==> config.mk <==
export PLATFORM = sky130hd
export DESIGN_NAME = mc_ctrl
export DESIGN_NICKNAME = d
export VERILOG_FILES = /design/src/rtl/mc_ctrl.sv
export SDC_FILE = /design/constraint.sdc
export NUM_CORES = 1
export LEC_CHECK = 0
export BUFFER_PORTS_ARGS = -buffer_cell sky130_fd_sc_hd__buf_4
export CORE_UTILIZATION = 40
export CTS_BUF_LIST = sky130_fd_sc_hd__clkbuf_16
export DETAILED_ROUTE_END_ITERATION = 12
export GPL_ROUTABILITY_DRIVEN = 0
export HOLD_SLACK_MARGIN = 0.02
export PLACE_DENSITY_LB_ADDON = 0.08
export SLEW_MARGIN = 20
export SYNTH_ARGS = -nofsm -noshare
export SYNTH_HDL_FRONTEND = slang
export SYNTH_SLANG_ARGS = --single-unit
==> constraint.sdc <==
create_clock -name clk -period 3.67 [get_ports clk]
set_clock_uncertainty 0.1 [all_clocks]
set_input_delay 0.734 -clock clk [delete_from_list [all_inputs] [get_ports clk]]
set_output_delay 0.734 -clock clk [all_outputs]
set_load 0.01 [all_outputs]
==> src/rtl/mc_ctrl.sv <==
// Multicycle MIPS-subset controller: sequences FETCH/DECODE/EXEC/MEMACC/WB and
// drives datapath enables, mux selects, ALU op and a retired-instruction count.

package mc_defs_pkg;
  localparam logic [1:0] EXTOP_SIGNEXTEND = 2'd0;
  localparam logic [1:0] EXTOP_ZEROEXTEND = 2'd1;
endpackage

module mc_ctrl
  import mc_defs_pkg::*;
(
  input  logic        clk,
  input  logic        rst_n,
  input  logic [5:0]  opcode,
  input  logic [5:0]  funct,
  input  logic        zero,
  input  logic        dmem_ack,
  output logic        pc_we,
  output logic        ir_we,
  output logic        rf_we,
  output logic        dmem_req,
  output logic        dmem_we,
  output logic [1:0]  extop,
  output logic        alusrc,
  output logic        regdst,
  output logic        memtoreg,
  output logic [2:0]  aluctl,
  output logic [1:0]  npc_sel,
  output logic [2:0]  state,
  output logic        illegal,
  output logic [31:0] retired
);

  typedef enum logic [2:0] {
    FETCH  = 3'd0,
    DECODE = 3'd1,
    EXEC   = 3'd2,
    MEMACC = 3'd3,
    WB     = 3'd4
  } state_e;

  localparam logic [5:0] OP_RTYPE = 6'b000000;
  localparam logic [5:0] OP_ADDIU = 6'b001001;
  localparam logic [5:0] OP_ORI   = 6'b001101;
  localparam logic [5:0] OP_LW    = 6'b100011;
  localparam logic [5:0] OP_SW    = 6'b101011;
  localparam logic [5:0] OP_BEQ   = 6'b000100;
  localparam logic [5:0] OP_J     = 6'b000010;

  localparam logic [5:0] FN_ADDU  = 6'b100001;
  localparam logic [5:0] FN_SUBU  = 6'b100011;
  localparam logic [5:0] FN_AND   = 6'b100100;
  localparam logic [5:0] FN_OR    = 6'b100101;
  localparam logic [5:0] FN_SLT   = 6'b101010;

  localparam logic [2:0] ALU_ADDU = 3'd0;
  localparam logic [2:0] ALU_SUBU = 3'd1;
  localparam logic [2:0] ALU_AND  = 3'd2;
  localparam logic [2:0] ALU_OR   = 3'd3;
  localparam logic [2:0] ALU_SLT  = 3'd4;

  localparam logic [1:0] NPC_SEQ  = 2'd0;
  localparam logic [1:0] NPC_BR   = 2'd1;
  localparam logic [1:0] NPC_JMP  = 2'd2;

  state_e      state_q, state_d;
  logic        illegal_q, illegal_d;
  logic [31:0] retired_q, retired_d;

  logic        is_r, r_ok, is_addiu, is_ori, is_lw, is_sw, is_beq, is_j, legal;
  logic [2:0]  alu_op;

  always_comb begin
    is_r     = (opcode == OP_RTYPE);
    is_addiu = (opcode == OP_ADDIU);
    is_ori   = (opcode == OP_ORI);
    is_lw    = (opcode == OP_LW);
    is_sw    = (opcode == OP_SW);
    is_beq   = (opcode == OP_BEQ);
    is_j     = (opcode == OP_J);
    r_ok     = 1'b0;
    alu_op   = ALU_ADDU;
    if (is_r) begin
      case (funct)
        FN_ADDU: begin r_ok = 1'b1; alu_op = ALU_ADDU; end
        FN_SUBU: begin r_ok = 1'b1; alu_op = ALU_SUBU; end
        FN_AND:  begin r_ok = 1'b1; alu_op = ALU_AND;  end
        FN_OR:   begin r_ok = 1'b1; alu_op = ALU_OR;   end
        FN_SLT:  begin r_ok = 1'b1; alu_op = ALU_SLT;  end
        default: begin r_ok = 1'b0; alu_op = ALU_ADDU; end
      endcase
    end else if (is_ori) begin
      alu_op = ALU_OR;
    end else if (is_beq) begin
      alu_op = ALU_SUBU;
    end
    legal = r_ok | is_addiu | is_ori | is_lw | is_sw | is_beq | is_j;
  end

  // Next state; every return to FETCH from a completed instruction retires it.
  always_comb begin
    state_d   = state_q;
    illegal_d = illegal_q;
    retired_d = retired_q;
    case (state_q)
      FETCH: state_d = DECODE;
      DECODE: begin
        if (is_j) begin
          state_d   = FETCH;
          retired_d = retired_q + 32'd1;
        end else if (legal) begin
          state_d = EXEC;
        end else begin
          state_d   = FETCH;
          illegal_d = 1'b1;
        end
      end
      EXEC: begin
        if (is_lw || is_sw) begin
          state_d = MEMACC;
        end else if (is_beq) begin
          state_d   = FETCH;
          retired_d = retired_q + 32'd1;
        end else if (r_ok || is_addiu || is_ori) begin
          state_d = WB;
        end else begin
          state_d = FETCH;
        end
      end
      MEMACC: begin
        if (dmem_ack) begin
          if (is_sw) begin
            state_d   = FETCH;
            retired_d = retired_q + 32'd1;
          end else begin
            state_d = WB;
          end
        end
      end
      WB: begin
        state_d   = FETCH;
        retired_d = retired_q + 32'd1;
      end
      default: state_d = FETCH;
    endcase
  end

  always_ff @(posedge clk) begin
    if (!rst_n) begin
      state_q   <= FETCH;
      illegal_q <= 1'b0;
      retired_q <= '0;
    end else begin
      state_q   <= state_d;
      illegal_q <= illegal_d;
      retired_q <= retired_d;
    end
  end

  // Outputs are decoded from the current state; enables are gated by reset so
  // an access in flight is dropped the moment rst_n falls.
  always_comb begin
    pc_we    = 1'b0;
    ir_we    = 1'b0;
    rf_we    = 1'b0;
    dmem_req = 1'b0;
    dmem_we  = 1'b0;
    regdst   = 1'b0;
    memtoreg = 1'b0;
    npc_sel  = NPC_SEQ;
    aluctl   = alu_op;
    extop    = (is_ori && state_q != FETCH) ? EXTOP_ZEROEXTEND : EXTOP_SIGNEXTEND;
    alusrc   = (is_addiu || is_ori || is_lw || is_sw) &&
               (state_q == EXEC || state_q == MEMACC);
    case (state_q)
      FETCH: begin
        ir_we = 1'b1;
        pc_we = 1'b1;
      end
      DECODE: begin
        if (is_j) begin
          pc_we   = 1'b1;
          npc_sel = NPC_JMP;
        end
      end
      EXEC: begin
        if (is_beq) begin
          pc_we   = zero;
          npc_sel = NPC_BR;
        end
      end
      MEMACC: begin
        dmem_req = 1'b1;
        dmem_we  = is_sw;
      end
      WB: begin
        rf_we    = 1'b1;
        memtoreg = is_lw;
        regdst   = is_r;
      end
      default: ;
    endcase
    if (!rst_n) begin
      pc_we    = 1'b0;
      ir_we    = 1'b0;
      rf_we    = 1'b0;
      dmem_req = 1'b0;
      dmem_we  = 1'b0;
    end
  end

  assign state   = state_q;
  assign illegal = illegal_q;
  assign retired = retired_q;

endmodule

Yosys cells after proc, flatten, opt, wreduce, memory -nomap -nowiden
Index checks and enable logic that the tools add are counted.
{"block": "totals", "regBits": 36, "latch_bits": 0, "mem_bits_rw": 0, "romBits": 0, "input_bits": 16, "out_inout_bits": 51, "wordCells": 86, "mem_count": 0}
{"block": "classes", "addsub": 1, "mul": 0, "div": 0, "magnitude_cmp": 0, "eq_ne": 20, "shift": 0, "n_mux": 38, "n_bitwise": 8, "reduce_logical": 16}
{"operator": "$mux W32", "n": 5}
{"operator": "$pmux W32 S4", "n": 1}
{"operator": "$eq A6 B6 Y1 const B", "n": 7}
{"operator": "$add A32 B1 Y32 const B", "n": 1}
{"operator": "$pmux W3 S4", "n": 2}
{"operator": "$mux W1", "n": 18}
{"operator": "$mux W3", "n": 6}
{"operator": "$eq A6 B4 Y1 const B", "n": 2}
{"operator": "$ne A2 B2 Y1 const B", "n": 5}
{"operator": "$mux W2", "n": 4}
{"operator": "$logic_or A1 B1 Y1", "n": 7}
{"operator": "$eq A3 B2 Y1 const B", "n": 2}
{"operator": "$eq A6 B2 Y1 const B", "n": 1}
{"operator": "$eq A6 B3 Y1 const B", "n": 1}
{"operator": "$logic_not A6 Y1", "n": 1}
{"operator": "$or A1 B1 Y1", "n": 6}
{"operator": "$reduce_and A6 Y1", "n": 1}
{"operator": "$reduce_or A5 Y1", "n": 1}
{"operator": "$pmux W2 S2", "n": 1}
{"operator": "$reduce_bool A4 Y1", "n": 1}
{"operator": "$eq A3 B1 Y1 const B", "n": 1}
{"operator": "$eq A3 B3 Y1 const B", "n": 1}
{"operator": "$logic_not A3 Y1", "n": 1}
{"operator": "$pmux W1 S3", "n": 1}
{"operator": "4 further kinds", "n": 6}

Longest topological paths before layout
{"block": "depth", "ltp_word": 13, "ltp_mapped": 8, "mapped_depth_nobuf": 7}

Least setup slack after synthesis
No wires, ideal clock.
{"block": "synth_timing", "kind": "in2out", "startpoint": "in opcode[3]", "endpoint": "out aluctl[1]", "arrival_ns": 1.642, "t_required_ns": 2.836, "path_slack_ns": 1.194, "stages": 3, "n_path_buf": 0, "path_cell_list": "nor4_4 > nand4b_1 > o31ai_1"}
{"block": "synth_between", "elab_chain_len": 3, "elab_cells_between_ends": 4, "classes_between": "1 x eq/ne; 2 x mux; 1 x reduce/logical"}
{"item": "start: declaration", "line_no": "14", "rtl": "input logic [5:0] opcode,"}
{"item": "$eq A6 B4 Y1", "line_no": "76", "rtl": "is_ori = (opcode == OP_ORI);"}
{"item": "$mux W2", "line_no": "92", "rtl": "end else if (is_ori) begin"}
{"item": "$mux W3 *", "line_no": "83", "rtl": "if (is_r) begin"}
{"item": "end: declaration", "line_no": "27", "rtl": "output logic [2:0] aluctl,"}
Every way passes the cells marked *; elsewhere a longest branch is shown, timed or not.

Final worst setup path
Same ends and word-level chain as after synthesis.

==> metrics <==
status finished clean; hold_sp illegal; initial antenna violation count 0; DR iter-0 viols 67; Crit. End Element output port; Worst Path Arrival between 1.5 and 2 ns; Port Buffers between 60 and 70; total CTS buffers 5; cell taking the most area after synthesis dfxtp_1; register area share after synthesis approximately a third; Finish-stage setup viols 0; Worst Max-Slew Pin Slew ~0.51 ns; number of max-cap violations 0; placed instance count about 380; Setup TNS 0 ns; area share of the largest cell type after synthesis between 30% and 40%; syn_nets between 200 and 300; startpoint types input pin; WL final 4906 µm; Yosys cell types between 40 and 50; PD cells 306.7 nW/µm²; DP HPWL 3468 µm; Post-synth top cells 36 x dfxtp_1, 29 x and2_1, 24 x nand2_1, 24 x xor2_1, 21 x nor3_1; post-layout minimum cycle time 2.719 ns; Max-slew headroom 65.94%; grt ovf 0; cell family with most CP delay simple AND/OR/NAND/NOR gates; Max FO, Critical Path 6; vias per inst between 5 and 6; VDD IR max 0.0001568 V; CTS sink count 36; IO Count between 60 and 70; Worst-Skew Late Latency between 0.2 and 0.3 ns; diode count 0; hold path cells 1; Post-synth EDFFs 0; crit path cell chain buf_4 > nor4_4 > nand4b_1 > o31ai_1 > buf_4; count leader, synth dfxtp_1; Die Y-Extent between 70 and 80 µm; nets@finish about 340; Vias about 2000; HP Class register to register; Cell Area, Placed around 2700 µm²; GR Util All Layers 18.40%; Die X-Extent about 75 µm; flip-flop and latch count after synthesis 36; non-filler cells, final between 300 and 400; htree depth 2; CP max stage delay 0.36 ns; Finished Cell Area 2789 µm²; RSZ-0062 raised after global routing false; Slew Limit Fails 0; CTS hold repair buffers 0; CTS tree yes; share of cells above drive strength 1 between 20% and 30%; sequential cell area just over 700 µm²; CTS root buf clkbuf_16; vias in the first global route 1744; Clk pin slew, worst setup/hold paths about 0.050 ns; largest net degree at the start of global routing 37; multi-input logic area ~1300 µm²; CP bufs+invs 2; Synth Area per Inst between 8 and 9 µm²; postcts setup bufs 0; global-route wire length before repair around 7900 µm; Max Freq between 300 and 400 MHz; main area contributors after synthesis dfxtp_1 34%, xor2_1 9.9%, and2_1 8.5%; post-synthesis async set-or-reset flop share 0%; Critical Path RT approximately 2.8 ns; cells resized by post-CTS repair 0; Max Root-Sink Buffers 2; Worst Hold End illegal; DRC violations left 0; full die area roughly 5600 µm²; Leak between 1 and 1.5 nW; r2r setup slk around 1.3 ns; Initial Utilization approximately two fifths; r2r startpoint state[0]; Setup crit start opcode[3]; reg-to-reg endpoint retired[15]; synth-to-layout area growth 30.89%; Core Area just over 5000 µm²; mapped cell area between 2000 and 2500 µm²; Gate Count Post-Synth 256; average routed wire per standard cell roughly 13 µm; Slowest-stage cell, CP nor4_4; Final Hold Violating Endpoints 0; most frequent cell on the critical path buf_4; FILL cells ~530; first-pass detailed-route iteration total 4; crit path kind input pin to output port; Period Utilization, post-route 74.08%; Most used DFF post-synth dfxtp_1; Core Rows 26; YS warnings 0; Routed Antenna Nets 0; Reg2Reg Depth 7
-- cells by family after synthesis --
logic type	Yosys count	synth area share, %
XOR/XNOR	28	11.51
other	1	0.1760
buffers and inverters	16	3.816
AND/OR/NAND/NOR	149	41.28
flip-flops	36	33.82
adder cells (fa/ha/maj)	1	0.5871
multiplexers	1	0.4698
AO/OA/AOI/OAI	24	8.339
-- worst register-to-register path: cells and delay by family (launching register included) --
family / cells / cell delay [ns]
xor+xnor: 1 / 0.11
flops: 1 / 0.63
buf+inv: 1 / 0.27
simple gates: 3 / 0.87
compound gates: 2 / 0.31
-- layout make-up --
type                       count  area share (%)
clock buffer                   5           4.486
clock inverter                 2          0.3140
inverter                       6          0.8075
multi-input combinational    204           47.64
sequential                    36           25.84
tap                           70           3.140
timing repair buffer          66           17.77
-- how the worst max path moves through the flow --
stage / endpoint / slack, ns / cells after the start
finish: aluctl[1] / 0.95 / 5
global route: aluctl[1] / 0.84 / 5
CTS: aluctl[1] / 0.95 / 5
detailed placement: retired[18] / 0.96 / 8
global placement: aluctl[1] / 0.93 / 5
floorplan: aluctl[1] / 1.19 / 3
-- metrics by stage --
stage / hold WS [ns] / util, % / power, mW / worst slack (ns)
floorplan: 0.4095 / - / 0.4370 / 1.194
global placement: 0.3494 / 51.98 / 0.4687 / 0.9256
detailed placement: 0.3628 / 51.98 / 0.4678 / 0.9598
CTS: 0.3799 / 54.61 / 0.8666 / 0.9519
global route: 0.3896 / 54.61 / 0.8862 / 0.8354
finish: 0.3825 / 54.61 / 0.8552 / 0.9513
-- power breakdown --
group	total, mW	internal (mW)	leakage [nW]	switching, mW
clock	0.396	0.244	0.0709	0.152
combinational	0.0608	0.0289	0.886	0.0319
sequential	0.398	0.393	0.290	0.00504
total	0.855	0.666	1.25	0.189
-- sequential cells by signal (all words and copies together) (netlist names) --
signal and count:
illegal 1, state 3, retired 32
-- per-layer routing --
| metal | share of wire [%] | vias to the layer above | track usage, % | wire, µm |
|---|---|---|---|---|
| li1 | - | 1017 | - | - |
| met1 | 45 | 919 | 22.98 | 2229 |
| met2 | 47 | 57 | 30.63 | 2328 |
| met3 | 5.8 | 6 | 5.355 | 285 |
| met4 | 1.3 | 0 | 5.660 | 63 |
| met5 | 0 | - | 0 | 0 |
-- cells in the final DEF, fill, tap and decap left out, types with 2 or more instances in the layout --
| master | count |
|---|---|
| buf_4 | 66 |
| dfxtp_1 | 36 |
| and2_1 | 29 |
| nand2_1 | 24 |
| xor2_1 | 24 |
| nor3_1 | 21 |
| nor2_1 | 14 |
| nand3_1 | 10 |
| nor4_1 | 8 |
| a21oi_1 | 7 |
| inv_1 | 7 |
| o21ai_0 | 6 |
| nand2b_1 | 5 |
| or3_1 | 5 |
| clkbuf_16 | 5 |
| and3_1 | 4 |
| nor2b_1 | 4 |
| nand4_1 | 4 |
| xnor2_1 | 4 |
| nor3b_1 | 3 |
| nand3b_1 | 3 |
| a21boi_0 | 3 |
| nor4_4 | 2 |
| nand4b_1 | 2 |
| and4_1 | 2 |
| nor3_2 | 2 |
(Power assumes the default switching activity.)
